$ cat src/rtl/gate_test_sequencer.sv
// rtl/gate_test_sequencer.sv - gate model stimulus/capture sequencer with MISR signature (optional macro GATE_SEQ_SIGCHK_EN)
module gate_test_sequencer #(
   parameter int VEC_W  = 10,
   parameter int RSP_W  = 10,
   parameter int SIG_W  = 16,
   parameter int SETTLE = 2,
   parameter int CNT_W  = 11
) (
   input  logic             clk,
   input  logic             rst_n,
   input  logic             start,
   input  logic             mode,
   input  logic [CNT_W-1:0] num_patterns,
   input  logic             abort,
   output logic [VEC_W-1:0] stim,
   input  logic [RSP_W-1:0] rsp,
   output logic             busy,
   output logic             done,
   output logic [SIG_W-1:0] signature,
   output logic [CNT_W-1:0] pat_count
`ifdef GATE_SEQ_SIGCHK_EN
   ,
   input  logic [SIG_W-1:0] exp_sig,
   output logic             pass
`endif
);

   localparam int SETW = (SETTLE > 1) ? $clog2(SETTLE) : 1;
   localparam logic [SIG_W-1:0] POLY    = SIG_W'(16'h1021);
   localparam logic [SIG_W-1:0] SIG_INI = '1;
   localparam logic [SETW-1:0]  SET_LAST = SETW'(SETTLE - 1);

   typedef enum logic [1:0] {
      S_IDLE  = 2'd0,
      S_APPLY = 2'd1,
      S_DONE  = 2'd2
   } state_t;

   state_t           r_state;
   state_t           w_state_nxt;
   logic             r_mode;
   logic [CNT_W-1:0] r_num;
   logic [SETW-1:0]  r_settle;
   logic [VEC_W-1:0] r_stim;
   logic [SIG_W-1:0] r_sig;
   logic [CNT_W-1:0] r_pat;
   logic             r_busy;
   logic             r_done;

   logic             w_start;
   logic             w_capture;
   logic             w_abort;
   logic [CNT_W-1:0] w_pat_inc;
   logic [VEC_W-1:0] w_stim_adv;
   logic [SIG_W-1:0] w_rsp_ext;
   logic [SIG_W-1:0] w_sig_cap;

   assign stim      = r_stim;
   assign signature = r_sig;
   assign pat_count = r_pat;
   assign busy      = r_busy;
   assign done      = r_done;
   assign w_pat_inc = r_pat + 1'b1;

   // Next stimulus vector and next MISR value for a capture edge
   always_comb begin
      w_rsp_ext = '0;
      w_rsp_ext[RSP_W-1:0] = rsp;
      if (r_mode) begin
         w_stim_adv = {r_stim[VEC_W-2:0], r_stim[VEC_W-1] ^ r_stim[6]};
      end else begin
         w_stim_adv = r_stim + 1'b1;
      end
      w_sig_cap = {r_sig[SIG_W-2:0], 1'b0} ^ (r_sig[SIG_W-1] ? POLY : '0) ^ w_rsp_ext;
   end

   // Next-state decode plus the start/capture/abort strobes used by the datapath
   always_comb begin
      w_state_nxt = r_state;
      w_start     = 1'b0;
      w_capture   = 1'b0;
      w_abort     = 1'b0;
      case (r_state)
         S_IDLE: begin
            if (start) begin
               w_start     = 1'b1;
               w_state_nxt = (num_patterns == '0) ? S_DONE : S_APPLY;
            end
         end
         S_APPLY: begin
            if (abort) begin
               w_abort     = 1'b1;
               w_state_nxt = S_IDLE;
            end else if (r_settle == SET_LAST) begin
               w_capture = 1'b1;
               if (w_pat_inc == r_num) begin
                  w_state_nxt = S_DONE;
               end
            end
         end
         S_DONE: begin
            w_state_nxt = S_IDLE;
         end
         default: begin
            w_state_nxt = S_IDLE;
         end
      endcase
   end

   // State register with busy/done registered from the next state
   always_ff @(posedge clk or negedge rst_n) begin
      if (!rst_n) begin
         r_state <= S_IDLE;
         r_busy  <= 1'b0;
         r_done  <= 1'b0;
      end else begin
         r_state <= w_state_nxt;
         r_busy  <= (w_state_nxt == S_APPLY);
         r_done  <= (w_state_nxt == S_DONE);
      end
   end

   // Run configuration latched when a run is accepted
   always_ff @(posedge clk or negedge rst_n) begin
      if (!rst_n) begin
         r_mode <= 1'b0;
         r_num  <= '0;
      end else if (w_start) begin
         r_mode <= mode;
         r_num  <= num_patterns;
      end
   end

   // Settle counter: counts cycles the current vector has been held
   always_ff @(posedge clk or negedge rst_n) begin
      if (!rst_n) begin
         r_settle <= '0;
      end else if (w_start || w_capture) begin
         r_settle <= '0;
      end else if (r_state == S_APPLY && !abort) begin
         r_settle <= r_settle + 1'b1;
      end
   end

   // Stimulus, signature and pattern count; abort leaves partial results in place
   always_ff @(posedge clk or negedge rst_n) begin
      if (!rst_n) begin
         r_stim <= '0;
         r_sig  <= SIG_INI;
         r_pat  <= '0;
      end else if (w_start) begin
         r_stim <= mode ? VEC_W'(1) : '0;
         r_sig  <= SIG_INI;
         r_pat  <= '0;
      end else if (w_capture) begin
         r_stim <= w_stim_adv;
         r_sig  <= w_sig_cap;
         r_pat  <= w_pat_inc;
      end
   end

`ifdef GATE_SEQ_SIGCHK_EN
   logic [SIG_W-1:0] r_exp_sig;
   logic             r_pass;
   logic [SIG_W-1:0] w_sig_entry;
   logic [SIG_W-1:0] w_exp_cur;
   logic             w_done_entry;

   assign pass = r_pass;

   // Signature value and expectation in force on the edge that enters DONE
   always_comb begin
      w_sig_entry  = w_start ? SIG_INI : w_sig_cap;
      w_exp_cur    = (r_state == S_IDLE) ? exp_sig : r_exp_sig;
      w_done_entry = (w_state_nxt == S_DONE) && (r_state != S_DONE);
   end

   // Expected signature latched with the run configuration
   always_ff @(posedge clk or negedge rst_n) begin
      if (!rst_n) begin
         r_exp_sig <= '0;
      end else if (w_start) begin
         r_exp_sig <= exp_sig;
      end
   end

   // Pass flag: judged on DONE entry, cleared when a run starts or is aborted
   always_ff @(posedge clk or negedge rst_n) begin
      if (!rst_n) begin
         r_pass <= 1'b0;
      end else if (w_done_entry) begin
         r_pass <= (w_sig_entry == w_exp_cur);
      end else if (w_start || w_abort) begin
         r_pass <= 1'b0;
      end
   end
`endif

endmodule

$ cat config.mk
export PLATFORM = sky130hd
export DESIGN_NAME = gate_test_sequencer
export DESIGN_NICKNAME = d
export VERILOG_FILES = /design/src/rtl/gate_test_sequencer.sv
export SDC_FILE = /design/constraint.sdc
export NUM_CORES = 1
export LEC_CHECK = 0
export ABC_AREA = 1
export BUFFER_PORTS_ARGS = -buffer_cell sky130_fd_sc_hd__buf_2
export CORE_AREA = 5 5 69 102
export CTS_CLUSTER_DIAMETER = 60
export DETAILED_ROUTE_END_ITERATION = 10
export DIE_AREA = 0 0 74 107
export GPL_TIMING_DRIVEN = 0
export PLACE_DENSITY = 0.83
export SYNTH_ARGS = -nofsm -noshare
export SYNTH_HDL_FRONTEND = slang
export SYNTH_SLANG_ARGS = --single-unit
$ cat constraint.sdc
create_clock -name clk -period 4.6 [get_ports clk]
set_input_delay 0.23 -clock clk [delete_from_list [all_inputs] [get_ports clk]]
set_output_delay 0.23 -clock clk [all_outputs]
set_load 0.02 [all_outputs]
==> metrics <==
sequential area share after synthesis=between 40% and 50%; vias in the first global route=around 2600; Initial Util=roughly 47%; drt pass-1 iters=5; WL/cell=~14 um; area grow syn2layout=17.5%; fin crit period=1880 ps; setup_tns=0 ps; initial drt markers=approximately 200; Final Max Tran Viols=0; Max-slew headroom=a little over a fifth; GRT Total Usage=19.2%; min-delay src=num_patterns[8]; count of different cell masters after synthesis=29; Die H=~110 um; Worst Hold Path Cells=3; global-route wire length before repair=12000 um; Total Power Consumption=roughly 1.3 mW; flop2flop setup slack=about 2700 ps; LEAKAGE=1.70 nW; compound-cell area share of the yosys netlist=between 10% and 20%; total gr overflow=0; Mapped Avg Cell Area=just under 8 um2; Seq cells post-synth=54; detailed placement HPWL=5450 um; Die Span X=between 70 and 80 um; routability cong.=0.866; WP data required=4810 ps; Post-Synth Simple-Gate Area=approximately 25%; CTS root buf=clkbuf_8; VDD IR max=195 uV; Longest Clk Path Bufs=2; worst slew pin tran=1180 ps; startpoint types=flip-flop; Post-Synthesis Cells=372; crit path DAT=2090 ps; largest net degree at the start of global routing=55; Total Routed Length=about 7000 um; nets=471; Net Count, Synth=400; Core Rows=35; Final Hold Viols=0; antenna diode count=0; Port Buf Inserts=64; CTS tree=built; antenna violations before repair=0; top cell type's share of synthesized area=approximately a third; final period utilization=40.9%; worst slack at placement=around 2800 ps; layout cells sized above 1=22.3%; ANT nets after route=0; # DRC=0; Via density=5.20; post-cts sizing count=0; CTS buffer count=5; length in cells of the worst reg-to-reg path=10; Setup Buffers After CTS=0; worst hold endpoint=r_num[8]; I/O pin count=65; fin util=between 50% and 60%; clock skew=7.80 ps; largest family of logic cells by synthesized area=simple AND/OR/NAND/NOR gates; Hold Path Class=input pin to flip-flop; Setup WS post-layout=around 2700 ps; Max FO, Critical Path=7; Max-Cap Viols=0; core area=approximately 6000 um2; Worst setup EP type=flip-flop; xor/xnor share of the synthesized area=5.16%; Synth Area in Adders=less than 1%; FF-to-FF Start=pat_count[0]; synth top area cells=dfrtp_1, dfstp_2, nand2_1; RSZ-0062 raised after global routing=no; Skew-Pair Late Insertion Delay=310 ps; Vias=around 2700; Peak Freq=between 0.5 and 0.6 GHz; Worst-path clk slew=around 100 ps; area leader, netlist=dfrtp_1; synthesized area=slightly below 3000 um2; Setup violations, final=0; Power Dens Cells=375 nW/um2; status=complete, no violations; Ys Warns=0; Crit Path Category=flip-flop to flip-flop; mux contribution to synthesized area=0%; final hold slack=roughly 120 ps; Die Area=a little under 8000 um2; Critical R2R Capture=busy; H-tree depth=2; cts hold-fix bufs=0; CTS sink count=54
[cells in the final DEF (no fill, tap or decap), drive strengths merged]
master and instances:
a21oi 17, a22oi 7, a32oi 1, and2 1
buf 67, clkbuf 11, clkinv 1, dfrtp 38
dfstp 16, ha 2, inv 55, nand2 91
nand3 33, nand3b 3, nand4 3, nor2 34
nor3 3, o211ai 2, o21ai 33, o21bai 1
o22ai 8, xnor2 11, xor2 6
[registers in the layout (all words and copies together) (netlist names)]
name	cells
busy	1
done	1
pat_count	11
r_mode	1
r_num	11
r_settle	1
r_state	2
signature	16
stim	10
[worst max-delay path, stage by stage, from the launching register on]
cell and delay, ps:
dfrtp_1 460, ha_1 240, nand3_1 150, nor2_1 240
nand3_1 150, nand3_1 130, nand2_1 60, nor2_1 100
nand4_1 90, nand2_1 100, nand2_1 60
[how the worst max path moves through the flow]
stage,start,endpoint,slack [ps],cells after the start
6_report,pat_count[0],busy,2720,10
2_1_floorplan,pat_count[0],done,2950,11
4_1_cts,pat_count[0],busy,2730,10
5_1_grt,pat_count[0],r_state[1],2500,12
3_3_place_gp,pat_count[0],busy,2840,11
3_5_place_dp,pat_count[0],busy,2760,10
[per-layer routing]
| metal | track usage, % | part of all wire [%] | vias to the layer above |
|---|---|---|---|
| met5 | 0 | 0 | - |
| met4 | 7.90 | 2.5 | 0 |
| met3 | 3.38 | 5.9 | 23 |
| met2 | 34.0 | 53 | 85 |
| met1 | 22.1 | 38 | 1243 |
| li1 | - | - | 1341 |
[power breakdown]
group          internal, mW  total, mW  leakage, nW  switching [mW]
logic                 0.131      0.368        0.983           0.237
registers             0.559      0.626        0.668          0.0663
clock network         0.111      0.277       0.0491           0.166
[layout make-up]
| cell class | instances | area, um2 |
|---|---|---|
| clock inverters | 3 | 23.8 |
| clock buffers | 5 | 68.8 |
| plain buffers | 9 | 37.5 |
| fillers | 575 | 2690 |
| repair buffers | 64 | 320 |
| multi-input cells | 256 | 1280 |
| inverters | 53 | 199 |
| flip-flops and latches | 54 | 1370 |
| well taps | 74 | 92.6 |
[through the flow]
stage               cells  area (um2)
floorplan             372        2890
global placement      510        3300
detailed placement    510        3300
CTS                   518        3390
global route          518        3390
finish                518        3390
[cell families after synthesis]
group | count (synthesis)
AOI/OAI and AO/OA | 69
DFF | 54
adders and majority gates | 2
buffers and inverters | 62
and+or+nand+nor | 168
xor gates and xnor gates | 17
[cell usage after synthesis]
| master | number |
|---|---|
| inv_2 | 2 |
| a22oi_1 | 7 |
| ha_1 | 2 |
| nand4_1 | 3 |
| a32oi_1 | 1 |
| nand3_1 | 32 |
| nor2_2 | 2 |
| o21bai_1 | 1 |
| nor3_2 | 1 |
| dfrtp_1 | 38 |
| clkbuf_1 | 6 |
| buf_2 | 3 |
| nand3_2 | 1 |
| and2_1 | 1 |
| o21ai_1 | 2 |
| dfstp_2 | 16 |
| xor2_1 | 6 |
| a21oi_1 | 17 |
| o22ai_1 | 8 |
| nand2_2 | 1 |
| inv_1 | 51 |
| xnor2_1 | 11 |
| nand2_1 | 90 |
| nor3_1 | 2 |
| nand3b_1 | 3 |
| nor2_1 | 31 |
| nor2_4 | 1 |
| o21ai_0 | 31 |
| o211ai_1 | 2 |
No activity file was read; power rests on OpenSTA's default activity.
